`src/rtl/alu_op_sequencer.sv`:
```
// Front-end sequencer for the 8-bit ALU. It takes one request at a time, chains
// 16-bit add/sub over two byte passes, and owns the ALU SREG load port.
module alu_op_sequencer #(
  parameter bit WORD_EN = 1'b1
) (
  input  logic        clk,
  input  logic        reset_n,
  input  logic        req_valid,
  output logic        req_ready,
  input  logic [2:0]  req_op,
  input  logic        req_use_carry,
  input  logic        req_word,
  input  logic [15:0] req_a,
  input  logic [15:0] req_b,
  input  logic        sreg_wr_en,
  input  logic [7:0]  sreg_wr_data,
  output logic        resp_valid,
  output logic [15:0] resp_result,
  output logic [7:0]  resp_sreg,
  output logic [7:0]  alu_arg1,
  output logic [7:0]  alu_arg2,
  output logic [2:0]  alu_op,
  output logic        alu_use_carry,
  output logic        alu_mem_write,
  output logic [7:0]  alu_mem_data,
  input  logic [15:0] alu_q,
  input  logic [7:0]  alu_sreg
);

  typedef enum logic [2:0] {
    S_IDLE = 3'd0,
    S_EXEC = 3'd1,
    S_HI   = 3'd2,
    S_FIX  = 3'd3,
    S_RESP = 3'd4
  } state_t;

  localparam logic [2:0] OP_MUL = 3'd2;

  state_t      state_q, state_d;
  logic [15:0] a_q, a_d, b_q, b_d, result_q, result_d;
  logic [2:0]  op_q, op_d;
  logic        use_carry_q, use_carry_d;
  logic        word_q, word_d;
  logic        z_lo_q, z_lo_d;
  logic        accept;

  assign accept = (state_q == S_IDLE) && req_valid && !sreg_wr_en;

  always_ff @(posedge clk or negedge reset_n) begin
    if (!reset_n) begin
      state_q <= S_IDLE;
    end else begin
      state_q <= state_d;
    end
  end

  always_ff @(posedge clk or negedge reset_n) begin
    if (!reset_n) begin
      a_q         <= '0;
      b_q         <= '0;
      result_q    <= '0;
      op_q        <= '0;
      use_carry_q <= 1'b0;
      word_q      <= 1'b0;
      z_lo_q      <= 1'b0;
    end else begin
      a_q         <= a_d;
      b_q         <= b_d;
      result_q    <= result_d;
      op_q        <= op_d;
      use_carry_q <= use_carry_d;
      word_q      <= word_d;
      z_lo_q      <= z_lo_d;
    end
  end

  always_comb begin
    state_d = state_q;
    unique case (state_q)
      S_IDLE:  if (accept) state_d = S_EXEC;
      S_EXEC:  state_d = word_q ? S_HI : S_RESP;
      S_HI:    state_d = S_FIX;
      S_FIX:   state_d = S_RESP;
      S_RESP:  state_d = S_IDLE;
      default: state_d = S_IDLE;
    endcase
  end

  // Request capture and result/low-Z collection across the byte passes.
  always_comb begin
    a_d         = a_q;
    b_d         = b_q;
    op_d        = op_q;
    use_carry_d = use_carry_q;
    word_d      = word_q;
    result_d    = result_q;
    z_lo_d      = z_lo_q;
    if (accept) begin
      a_d         = req_a;
      b_d         = req_b;
      op_d        = req_op;
      use_carry_d = req_use_carry;
      word_d      = req_word & WORD_EN & (req_op <= 3'd1);
    end
    if (state_q == S_EXEC) begin
      result_d = (op_q == OP_MUL) ? alu_q : {8'h00, alu_q[7:0]};
    end
    if (state_q == S_HI) begin
      result_d[15:8] = alu_q[7:0];
      z_lo_d         = alu_sreg[1];
    end
  end

  always_comb begin
    req_ready     = 1'b0;
    alu_arg1      = '0;
    alu_arg2      = '0;
    alu_op        = '0;
    alu_use_carry = 1'b0;
    alu_mem_write = 1'b1;
    alu_mem_data  = alu_sreg;
    resp_valid    = 1'b0;
    resp_result   = '0;
    resp_sreg     = '0;
    unique case (state_q)
      S_IDLE: begin
        req_ready    = !sreg_wr_en;
        alu_mem_data = sreg_wr_en ? sreg_wr_data : alu_sreg;
      end
      S_EXEC: begin
        alu_arg1      = a_q[7:0];
        alu_arg2      = b_q[7:0];
        alu_op        = op_q;
        alu_use_carry = word_q ? 1'b0 : use_carry_q;
        alu_mem_write = 1'b0;
      end
      S_HI: begin
        alu_arg1      = a_q[15:8];
        alu_arg2      = b_q[15:8];
        alu_op        = op_q;
        alu_use_carry = 1'b1;
        alu_mem_write = 1'b0;
      end
      // Word Z is only set when both byte passes produced zero.
      S_FIX: begin
        alu_mem_data = {alu_sreg[7:2], alu_sreg[1] & z_lo_q, alu_sreg[0]};
      end
      S_RESP: begin
        resp_valid  = 1'b1;
        resp_result = result_q;
        resp_sreg   = alu_sreg;
      end
      default: begin
        alu_mem_data = alu_sreg;
      end
    endcase
  end

endmodule
```
`config.mk`:
```
export PLATFORM = sky130hd
export DESIGN_NAME = alu_op_sequencer
export DESIGN_NICKNAME = d
export VERILOG_FILES = /design/src/rtl/alu_op_sequencer.sv
export SDC_FILE = /design/constraint.sdc
export NUM_CORES = 1
export LEC_CHECK = 0
export ABC_AREA = 1
export CAP_MARGIN = 20
export CORE_ASPECT_RATIO = 1.5
export CORE_MARGIN = 1
export CORE_UTILIZATION = 43
export CTS_BUF_LIST = sky130_fd_sc_hd__clkbuf_4 sky130_fd_sc_hd__clkbuf_8
export DETAILED_ROUTE_END_ITERATION = 7
export PLACE_DENSITY = 0.83
export SLEW_MARGIN = 20
export SYNTH_ARGS = -nofsm -noshare
export SYNTH_HDL_FRONTEND = slang
export SYNTH_SLANG_ARGS = --single-unit
```
`constraint.sdc`:
```
create_clock -name clk -period 1.6 [get_ports clk]
set_input_delay 0.24 -clock clk [delete_from_list [all_inputs] [get_ports clk]]
set_output_delay 0.24 -clock clk [all_outputs]
set_load 0.03 [all_outputs]
```
==> results.sh <==
export IMPL_hold_violations=0
export IMPL_grt_ovfl_total=0
export IMPL_yosysTopAreaCell="dfrtp_1"
export IMPL_initial_core_util_pct=45.2
export IMPL_rows=35
export IMPL_fin_ws_ns=-0.369
export IMPL_wl_met2_um=5830
export IMPL_synthDominantCellAreaShare_pct=50.7
export IMPL_ctsLongestPathBuffers=2
export IMPL_ioPinCount=128
export IMPL_grt_max_degree=58
export IMPL_drc_errors=0
export IMPL_die_height_um=101
export IMPL_die_area_mm2=0.00688
export IMPL_synthTopCellsByArea="dfrtp_1, nand2_1, nand3_1, inv_1, nor2_1"
export IMPL_min_path_type="input port to asynchronous set/reset pin"
export IMPL_synth_cells=391
export IMPL_slew_headroom_pct=79.6
export IMPL_violations="setup timing"
export IMPL_required_ns=1.36
export IMPL_drtIter0Drc=276
export IMPL_drv_cap=0
export IMPL_cts_sinks=57
export IMPL_core_area_mm2=0.00622
export IMPL_startpoint_type="register"
export IMPL_finalWirelength_um=11100
export IMPL_max_freq_mhz=508
export IMPL_drv_slew=0
export IMPL_numCtsBuffers=9
export IMPL_dr_pass1_iters=5
export IMPL_cts_root_buf="clkbuf_8"
export IMPL_design_area_mm2=0.00509
export IMPL_dp_cells=590
export IMPL_layout_common_cells="nand2_1, clkdlybuf4s50_1, buf_6"
export IMPL_setup_viol=93
export IMPL_topRoutingLayerUsed="met4"
export IMPL_grt_pass1_wl_um=13000
export IMPL_crit_fanout=5
export IMPL_cp_end_kind="output pin"
export IMPL_reg2reg_depth=10
export IMPL_via_per_inst=5.33
export IMPL_critPathKind="register to output pin"
export IMPL_period_share_pct=123
export IMPL_yosys_register_bits=57
export IMPL_place_area_mm2=0.00412
export IMPL_routedWlPerCell_um=17.7
export IMPL_h_tree_depth=3
export IMPL_rsz0062_at_grt="true"
export IMPL_antenna_found_initial=0
export IMPL_yosys_warnings=0
export IMPL_leakagePower_nw=2.49
export IMPL_dr_wl_met3_um=905
export IMPL_netlist_area_mm2=0.00281
export IMPL_place_gp_congestion=0.802
export IMPL_clk_pin_slew_worst_paths_ns=0.07
export IMPL_track_usage_pct=25.6
export IMPL_drive_gt1_share_pct=32.1
export IMPL_chipWidth_um=68.0
export IMPL_outcome="complete, but fails checks"
export IMPL_ys_seq_area_share_pct=50.7
export IMPL_syn_mean_instance_area_um2=7.19
export IMPL_syn_nets=464
export IMPL_io_buffer_count=127
export IMPL_hold_slack_ns=0.419
export IMPL_first_global_vias=2949
export IMPL_final_antenna_net_count=0
export IMPL_critPathArrivalTime_ns=1.73
export IMPL_area_delta_synth_final_pct=80.9
export IMPL_via_count=3319
export IMPL_synth_cell_types=17
export IMPL_finish_utilization_pct=81.8
export IMPL_cts_tree="built"
export IMPL_finalNonFillerCells=623
export IMPL_wl_met1_um=3760
export IMPL_period_needed_ns=1.97
export IMPL_antennaDiodeCount=0
export IMPL_ir_worst_vdd_mv=1.16
export IMPL_worst_pin_slew_ns=0.306
export IMPL_finClkSkew_ns=0.00892
export IMPL_fin_nets=618
export IMPL_insertion_delay_ns=0.34
export IMPL_dp_hpwl_um=5770
export IMPL_p_per_area_mw_per_mm2=1720
export IMPL_final_common_cell="nand2_1"
[critical path: stages, from the launching register on]
cell	delay (ns)
dfrtp_2	0.47
buf_4	0.17
inv_4	0.07
nand3_4	0.15
clkbuf_16	0.21
nor2_4	0.16
buf_6	0.16
[stage by stage]
stage	setup slack, ns	TNS (ns)	power [mW]
after global placement	-0.0798	-0.0803	5.79
after floorplan	-0.112	-0.787	4.56
final	-0.369	-19.84	8.77
after CTS	-0.203	-7.37	7.61
after global routing	-0.470	-25.90	9.26
after detailed placement	-0.149	-0.445	5.89
[per-layer routing]
metal | GRT usage, % | up-vias
met5 | 0 | -
met4 | 15.4 | 0
met3 | 5.88 | 52
met2 | 45.5 | 202
met1 | 26.0 | 1572
li1 | - | 1493
[cells by family (layout without fill, tap and decap cells)]
logic type,count (synthesis),in the layout,share of synthesized area [%]
AO/OA/AOI/OAI,21,21,3.83
buffers and inverters,56,214,8.76
flip-flops,57,57,50.7
AND/OR/NAND/NOR,257,257,36.7
[area by class of cell]
class / instances / area, um2
timing repair buffer: 161 / 1710
multi-input combinational: 278 / 1490
sequential: 57 / 1430
fill: 342 / 1130
inverter: 38 / 165
clock buffer: 12 / 159
tap: 74 / 92.6
clock inverter: 3 / 40.0
[Yosys cell counts]
library cell and n:
a21boi_0 1, a21oi_1 1, buf_2 11, buf_4 6
clkbuf_1 1, dfrtp_1 57, inv_1 36, inv_2 2
nand2_1 192, nand3_1 28, nand3_2 1, nand4_1 2
nor2_1 30, nor2_2 1, nor2_4 2, nor3b_1 1
o21ai_0 19
[timing repair]
action | CTS | global route
hold buffers | 1 | 0
endpoints found under the hold margin | 57 | 0
pin swaps | 4 | 12
setup buffers | 6 | 8
resized for setup | 45 | 135
gates cloned | 2 | 2
setup endpoints to repair | 54 | 55
[power breakdown]
group | total [mW] | switching [mW] | internal [mW]
clock network | 1.37 | 0.564 | 0.808
registers | 2.45 | 0.363 | 2.08
logic | 4.95 | 2.94 | 2.01
total | 8.77 | 3.87 | 4.90
[final timing paths]
kind,slack (ns),to,startpoint
worst min-delay path,0.42,result_q[1],reset_n
worst max register to register,-0.16,a_q[1],state_q[0]
worst min register to register,0.48,a_q[2],a_q[2]
min in group clk,0.43,a_q[15],req_a[15]
max in group asynchronous,0.90,state_q[2],reset_n
worst max-delay path,-0.37,resp_sreg[4],state_q[0]
[flip-flops by register name (all words and copies together) (netlist names)]
register	flops
result_q	16
use_carry_q	1
b_q	16
op_q	3
word_q	1
a_q	16
state_q	3
z_lo_q	1
(Power assumes the default switching activity.)
